--- src/rtl/icap_pkg.sv ---
// Shared types, ICAP command words and the per-byte bit-reversal helper
// used by the Spartan-6 IPROG sequencer.
package icap_pkg;

  typedef enum logic [1:0] {
    IDLE = 2'd0,
    CALC = 2'd1,
    SEND = 2'd2,
    DONE = 2'd3
  } state_t;

  localparam logic [15:0] WORD_DUMMY   = 16'hFFFF;
  localparam logic [15:0] WORD_SYNC0   = 16'hAA99;
  localparam logic [15:0] WORD_SYNC1   = 16'h5566;
  localparam logic [15:0] HDR_GENERAL1 = 16'h3261;
  localparam logic [15:0] HDR_GENERAL2 = 16'h3281;
  localparam logic [15:0] HDR_GENERAL3 = 16'h32A1;
  localparam logic [15:0] HDR_GENERAL4 = 16'h32C1;
  localparam logic [15:0] HDR_GENERAL5 = 16'h32E1;
  localparam logic [15:0] HDR_CMD      = 16'h30A1;
  localparam logic [15:0] CMD_IPROG    = 16'h000E;
  localparam logic [15:0] WORD_NOOP    = 16'h2000;

  localparam logic [3:0] LAST_INDEX = 4'd15;

  // ICAP expects each byte with its bit order reversed relative to the
  // bitstream file; the byte order itself is unchanged.
  function automatic logic [15:0] bitswap16(input logic [15:0] w);
    logic [15:0] r;
    r = '0;
    for (int i = 0; i < 8; i++) begin
      r[i]     = w[7 - i];
      r[8 + i] = w[15 - i];
    end
    return r;
  endfunction

endpackage

--- src/rtl/icap_word_mux.sv ---
// Maps a sequence index to the pre-swap IPROG command word, filling in the
// warm-boot address, golden fallback address and GENERAL5 tag.
module icap_word_mux
  import icap_pkg::*;
#(
  parameter logic [23:0] GOLDEN_ADDR = 24'h000000,
  parameter logic [7:0]  SPI_OPCODE  = 8'h0B
) (
  input  logic [3:0]  index,
  input  logic [23:0] addr,
  input  logic [15:0] general5,
  output logic [15:0] word
);

  // NOTE: every output of a combinational block gets a default first so no
  // path through the case can leave it unassigned and infer a latch.
  always_comb begin
    word = WORD_DUMMY;
    case (index)
      4'd0:  word = WORD_DUMMY;
      4'd1:  word = WORD_SYNC0;
      4'd2:  word = WORD_SYNC1;
      4'd3:  word = HDR_GENERAL1;
      4'd4:  word = addr[15:0];
      4'd5:  word = HDR_GENERAL2;
      4'd6:  word = {SPI_OPCODE, addr[23:16]};
      4'd7:  word = HDR_GENERAL3;
      4'd8:  word = GOLDEN_ADDR[15:0];
      4'd9:  word = HDR_GENERAL4;
      4'd10: word = {SPI_OPCODE, GOLDEN_ADDR[23:16]};
      4'd11: word = HDR_GENERAL5;
      4'd12: word = general5;
      4'd13: word = HDR_CMD;
      4'd14: word = CMD_IPROG;
      4'd15: word = WORD_NOOP;
    endcase
  end

endmodule

--- src/rtl/icap_iprog_sequencer.sv ---
// Accepts a design number and start pulse, computes the flash address of
// that bitstream and streams the IPROG command sequence into ICAP_SPARTAN6.
module icap_iprog_sequencer
  import icap_pkg::*;
#(
  parameter logic [23:0] SLOT_BYTES  = 24'h060000,
  parameter logic [23:0] GOLDEN_ADDR = 24'h000000,
  parameter logic [7:0]  SPI_OPCODE  = 8'h0B,
  parameter bit          BITSWAP     = 1'b1
) (
  input  logic        fastclk,
  input  logic        reset,
  input  logic [4:0]  design_num,
  input  logic        start,
  input  logic        icap_busy,
  output logic        busy,
  output logic        done,
  output logic        icap_ce_n,
  output logic        icap_write_n,
  output logic [15:0] icap_din
);

  state_t      state, state_next;
  logic [3:0]  index, index_next;
  logic [4:0]  cap_num;
  logic [23:0] addr;
  logic [15:0] general5;
  logic [15:0] word_raw;
  logic [15:0] word_out;

  logic        busy_next;
  logic        done_next;
  logic        ce_n_next;
  logic        write_n_next;
  logic [15:0] din_next;

  assign general5 = {11'd0, cap_num};

  icap_word_mux #(
    .GOLDEN_ADDR (GOLDEN_ADDR),
    .SPI_OPCODE  (SPI_OPCODE)
  ) u_word_mux (
    .index    (index),
    .addr     (addr),
    .general5 (general5),
    .word     (word_raw)
  );

  assign word_out = BITSWAP ? bitswap16(word_raw) : word_raw;

  always_comb begin
    state_next = state;
    index_next = index;
    busy_next  = busy;
    done_next  = 1'b0;
    ce_n_next  = 1'b1;
    din_next   = icap_din;

    case (state)
      IDLE: begin
        if (start) state_next = CALC;
      end
      CALC: begin
        state_next = SEND;
        index_next = '0;
        busy_next  = 1'b1;
      end
      SEND: begin
        // A stalled cycle keeps CE high and leaves index and data untouched,
        // so the same word is offered again once ICAP is ready.
        if (!icap_busy) begin
          ce_n_next  = 1'b0;
          din_next   = word_out;
          index_next = index + 4'd1;
          if (index == LAST_INDEX) state_next = DONE;
        end
      end
      DONE: begin
        busy_next  = 1'b0;
        done_next  = 1'b1;
        state_next = IDLE;
      end
      default: state_next = IDLE;
    endcase

    // WRITE is asserted from start acceptance onward, ahead of the first CE.
    write_n_next = (state_next == IDLE);
  end

  // NOTE: sequential state uses non-blocking assignments so every register
  // samples pre-edge values regardless of statement order.
  always_ff @(posedge fastclk) begin
    if (reset) begin
      state        <= IDLE;
      index        <= '0;
      busy         <= 1'b0;
      done         <= 1'b0;
      icap_ce_n    <= 1'b1;
      icap_write_n <= 1'b1;
      icap_din     <= 16'hFFFF;
    end else begin
      state        <= state_next;
      index        <= index_next;
      busy         <= busy_next;
      done         <= done_next;
      icap_ce_n    <= ce_n_next;
      icap_write_n <= write_n_next;
      icap_din     <= din_next;
    end
  end

  // NOTE: these datapath registers are always loaded before they are read
  // (capture in IDLE, address in CALC), so they carry no reset.
  always_ff @(posedge fastclk) begin
    if (state == IDLE && start) cap_num <= design_num;
    if (state == CALC) begin
      addr <= cap_num[4] ? GOLDEN_ADDR : ({20'd0, cap_num[3:0]} * SLOT_BYTES);
    end
  end

endmodule

--- config.mk ---
export PLATFORM = sky130hd
export DESIGN_NAME = icap_iprog_sequencer
export DESIGN_NICKNAME = d
export VERILOG_FILES = /design/src/rtl/icap_pkg.sv /design/src/rtl/icap_word_mux.sv /design/src/rtl/icap_iprog_sequencer.sv
export SDC_FILE = /design/constraint.sdc
export NUM_CORES = 1
export LEC_CHECK = 0
export BUFFER_PORTS_ARGS = -buffer_cell sky130_fd_sc_hd__buf_4
export CAP_MARGIN = 25
export CORE_UTILIZATION = 44
export DETAILED_ROUTE_END_ITERATION = 7
export GPL_TIMING_DRIVEN = 1
export SLEW_MARGIN = 20
export SYNTH_ARGS = -nofsm -noshare
export SYNTH_HDL_FRONTEND = slang
export SYNTH_HIERARCHICAL = 1
export SYNTH_SLANG_ARGS = --single-unit
--- constraint.sdc ---
create_clock -name fastclk -period 2.8 [get_ports fastclk]
set_input_delay 0.28 -clock fastclk [delete_from_list [all_inputs] [get_ports fastclk]]
set_output_delay 0.28 -clock fastclk [all_outputs]
set_load 0.02 [all_outputs]
# --- Yosys cells after proc, flatten, opt, wreduce, memory -nomap -nowiden ---
# Cells that the tools add are included.
op_classes:
  n_addsub: 1
  n_mul: 1
  n_eq_ne: 19
  mux: 10
  n_bitwise: 2
  reduce_logical: 9
ops:
  columns: ["op", "count"]
  rows:
  - ["16-bit case mux with 16 select lines", 1]
  - ["4-bit == test (second input constant)", 8]
  - ["4-bit by 3-bit == test with 1-bit output (second input constant)", 4]
  - ["4-bit by 2-bit == test with 1-bit output (second input constant)", 2]
  - ["2-bit case mux with 4 select lines", 1]
  - ["4-bit case mux with 2 select lines", 1]
  - ["4-bit by 2-bit multiplier with 6-bit output (second input constant)", 1]
  - ["2-bit two-way mux", 3]
  - ["4-bit by 1-bit adder with 4-bit output (second input constant)", 1]
  - ["2-bit == test (second input constant)", 2]
  - ["4-bit by 1-bit == test with 1-bit output (second input constant)", 1]
  - ["2-bit zero test", 2]
  - ["4-bit zero test", 1]
  - ["4-bit two-way mux", 1]
  - ["2-bit AND reduction", 2]
  - ["2-bit nonzero test", 2]
  - ["2-bit by 1-bit == test with 1-bit output (second input constant)", 1]
  - ["1-bit two-way mux", 2]
  - ["2-bit inequality test (second input constant)", 1]
  - ["1-bit inverter", 2]
  - ["1-bit case mux with 2 select lines", 1]
  - ["2-bit OR reduction", 1]
  - ["1-bit logical AND", 1]
totals:
  register_bits: 55
  input_bits: 9

# --- Longest topological paths before layout ---
logic_depth:
  depth_word: 5
  mapped_depth: 7

# --- Cells and area by module ---
# Netlist, hierarchy kept.
by_module_without_submodules:
  columns: ["mod", "n_inst", "cells_each", "area_per_inst_um2", "seq_area_each_um2"]
  rows:
  - ["icap_iprog_sequencer", 1, 138, 1609.0, 850.8]
  - ["icap_word_mux", 1, 91, 621.8, 0.0]

# --- Worst setup path before layout ---
# OpenSTA, ideal clock, no wires.
synth_timing:
  path_kind: "register to register"
  startpoint: "reg state[0]"
  endpoint: "reg icap_din[15]"
  setup_time_ps: 120
  arrival_time_ps: 1410
  t_required_ps: 2680
  setup_slack_ps: 1270
  stages_incl_launch_ff: 7
  path_cell_list: "dfxtp_1 > inv_1 > ha_1 > and2b_4 > buf_12 > buf_12 > a211o_1"
synth_via:
  elab_chain_cells: 2
synth_rtl:
  columns: ["item", "line", "source"]
  rows:
  - ["from (decl)", "icap_iprog_sequencer.sv:23", "state_t state, state_next;"]
  - ["from (signal assigned)", "icap_iprog_sequencer.sv:102", "state <= state_next;"]
  - ["2-bit == test", "icap_iprog_sequencer.sv:59", "case (state)"]
  - ["2-bit AND reduction (no source line)", null, null]
  - ["to (signal assigned)", "icap_iprog_sequencer.sv:108", "icap_din <= din_next;"]
  - ["to (decl)", "icap_iprog_sequencer.sv:20", "output logic [15:0] icap_din"]
# Every way passes these cells.
# A chain may end at the register's enable or synchronous reset.

# --- Worst setup path in the final report ---
layout_timing:
  startpoint: "reg index[2]"
  endpoint: "reg icap_din[12]"
layout_via:
  elab_chain_cells: 2
  elab_cells_between_ends: 17
layout_rtl:
  columns: ["item", "line", "source"]
  rows:
  - ["from (decl)", "icap_iprog_sequencer.sv:24", "logic [3:0] index, index_next;"]
  - ["from (signal assigned)", "icap_iprog_sequencer.sv:103", "index <= index_next;"]
  - ["4-bit == test (tied with other cells)", "icap_word_mux.sv:19", "case (index)"]
  - ["16-bit case mux with 16 select lines (*)", "icap_word_mux.sv:19", null]
  - ["named net word_raw[11]", "icap_iprog_sequencer.sv:28", "logic [15:0] word_raw;"]
# Mark *: on every way through the listed nets, which the timed path passes. The rest lies on a longest branch.

==> results.ini <==
[status]
outcome=finished, final reports clean

[detailed_routing]
route.detailed.drc=0
post_detailed_route_wirelength_per_cell_um=12.82
drt.antenna.violating_nets=0
drt_wl_total_mm=4.500
firstDrtPassIters=4
first_iter_violations=119
num_vias=1715
vias_per_cell=4.886

[setup_path]
worst_path_class_setup=reg2reg
crit_required_ps=2980
crit_chain=inv_1 -> nand3_1 -> o221ai_1 -> a211o_1
setup.worst_path.start_class=flip-flop
timing.reg2reg.setup_slack_ps=920
path_max_fanout=26
timing.reg2reg.worst_path_depth=4
number_of_buffers_and_inverters_on_the_critical_path=1
worst_reg2reg_path_startpoint=index[2]
critical_path_arrival_ps=2070
critical_path.endpoint_type=flip-flop
slowest_stage=sky130_fd_sc_hd__dfxtp_1
cell_class_contributing_the_biggest_share_of_worst_path_delay=flip-flops
slowest_delay_ps=870
worst_r2r_endpoint=icap_din[12]

[clocking]
cts-buffers-inserted=5
cts_setup_buffers=0
cts.path.max_buffers=2
numClockSinks=37
clock_latency_ps=290
ctsHoldBuffers=0
post_cts_resized=0
cts-htree-levels=2
clkSlewWorstSetupHoldPaths_ps=80
cts_tree=built
cts_root_buf=sky130_fd_sc_hd__clkbuf_8

[place]
place.port_buffers=28
post_dp_cell_area_mm2=0.002531
gp_congestion=0.8138
dp_worst_setup_slack_ps=943.7
cell_count_post_placement=343
dpl.hpwl_mm=3.150

[pwr]
power_mw=1.319
share_seq_of_total_power=0.490
power_leakage_nw=1.028
switching_fraction_of_total_power=0.3022
internal_power_mw=0.9206
cellPowerDensity_mw_per_mm2=503.3
power.clock.fraction=0.289
worst_ir_drop_vdd_mv=0.3234
net_load_switching_power_mw=0.3987
comb_power_share=0.221

[floorplan]
coreArea_mm2=0.004786
die_area_mm2=0.005359
floorplan.io_pins=29
initial_core_util=0.4661
overall_die_height_um=73.21
die-width_um=73.21
rows=25

[logic_synthesis]
syn_avg_cell_area_um2=9.742
netlist.area_leader.share=0.2333
synthesis.yosys.warnings=6
post-synth-top-area-cell=sky130_fd_sc_hd__dfxtp_1
postSynthCellCount=229
synthesized_cell_area_mm2=0.002231
synth.top_cells.by_count=sky130_fd_sc_hd__dfxtp_1 (26), sky130_fd_sc_hd__nor2b_1 (25), sky130_fd_sc_hd__a211o_1 (17)
synth_enable_flop_cells=11
yosys-top-cells-area=sky130_fd_sc_hd__dfxtp_1 (23%), sky130_fd_sc_hd__edfxtp_1 (15%), sky130_fd_sc_hd__nor2b_1 (7.0%)
synth_flop_cell=sky130_fd_sc_hd__dfxtp_1
yosysMostFrequentCell=sky130_fd_sc_hd__dfxtp_1
total_of_flip_flops_plus_latches_after_synthesis=37
synth-seq-area-share=0.3814
asyncSetResetFlopFracSynth=0
netlist-cell-type-count=51

[timing]
fin_crit_ps=1884
finalSetupViolations=0
timing.clock.skew_ps=7.885
setup_tns_ps=0
fmax_mhz=530.9
final-hold-violation-count=0
max-slew-margin-rel=0.4435
final_min_period_over_clock_period=0.6727
post-route-worst-setup-slack_ps=916.5
rsz0062_at_grt=false
tightest_slew_ps=833.7
final-max-slew-violation-count=0

[cells_and_area]
area_delta_synth_final_pct=17.50
non_filler_instance_count_after_layout=351
final_area_mm2=0.002621
num-nets-final=304
antennaDiodeCount=0
regArea_um2=850.8
layout-drive-gt1-share=0.1831
multi_input_area_mm2=0.001311
num-fill-cells=462

[global_routing]
antenna_violations_before_repair=0
grt_first_pass_wirelength_mm=7.610
grt_start_max_net_pins=36
grt.total_usage=0.1888
via_count_of_the_first_global_routing_pass=1624
gr-total-overflow=0

[min_path]
type_of_the_worst_min_delay_path=in2reg
hold_end=cap_num[0]
timing.hold.worst_path_depth=1
hold_path_startpoint=design_num[0]

[flow_run]
maxCapViolations=0

-- power by group through the flow --
stage	Clock (mW)	Sequential, mW	Combinational, mW
final	0.381	0.647	0.291
after global routing	0.415	0.656	0.326
after CTS	0.393	0.648	0.293
after detailed placement	0	0.660	0.292
after global placement	0	0.660	0.290
after floorplan	0	0.679	0.190
-- final cells by class --
class | count | area share
Multi-Input combinational cell | 195 | 0.5002
Sequential cell | 37 | 0.3246
Timing Repair Buffer | 32 | 0.09165
Tap cell | 67 | 0.03198
Clock buffer | 5 | 0.02625
Inverter | 12 | 0.01718
Clock inverter | 3 | 0.008115
-- kinds of logic after synthesis --
group	after synthesis	synth area share
AOI/OAI and AO/OA	73	0.2367
xor gates and xnor gates	1	0.003927
adders and majority gates	12	0.07067
buffers and inverters	26	0.07964
DFF	37	0.3814
muxes	8	0.03758
other	1	0.001681
and+or+nand+nor	71	0.1884
-- worst max path at each step --
stage                     slack (ps)  startpoint           end  cells past startpoint
after floorplan                 1270    state[0]  icap_din[15]                      6
after CTS                        930    index[2]   icap_din[0]                      4
after detailed placement         940    index[2]   icap_din[0]                      4
final                            920    index[2]  icap_din[12]                      4
after global placement           970    index[2]  icap_din[12]                      4
after global routing             720    index[2]   icap_din[9]                      4
-- flip-flops by register name (all words and copies together), names as in the netlist --
register,flops
icap_din,16
addr,6
cap_num,5
index,4
state,2
busy,1
done,1
icap_ce_n,1
icap_write_n,1
-- placed cells by master, fill, tap and decap left out, types with 5 or more instances in the layout --
master,instances
sky130_fd_sc_hd__nand2b_1,5
sky130_fd_sc_hd__a211o_1,17
sky130_fd_sc_hd__inv_1,11
sky130_fd_sc_hd__mux2i_1,5
sky130_fd_sc_hd__ha_1,11
sky130_fd_sc_hd__nor2b_1,25
sky130_fd_sc_hd__nor2_1,11
sky130_fd_sc_hd__conb_1,30
sky130_fd_sc_hd__dfxtp_1,26
sky130_fd_sc_hd__o21ai_0,14
sky130_fd_sc_hd__edfxtp_1,11
sky130_fd_sc_hd__buf_4,32
sky130_fd_sc_hd__nand2_1,9
sky130_fd_sc_hd__clkbuf_8,5
sky130_fd_sc_hd__a21oi_1,15
-- layer usage --
metal | GRT usage | routed length (µm) | vias up
met5 | 0 | 0 | -
met4 | 0.05882 | 55 | 0
met3 | 0.03729 | 170 | 6
met2 | 0.3241 | 2192 | 29
met1 | 0.2375 | 2081 | 777
li1 | - | - | 903
-- stage by stage --
step	hold slack, ps	utilization
6_report	155.5	0.5477
5_1_grt	145.9	0.5477
4_1_cts	150.4	0.5477
3_5_place_dp	459.4	0.5289
3_3_place_gp	457.9	0.5289
2_1_floorplan	378.9	-
No activity file was read; power rests on OpenSTA's default activity.
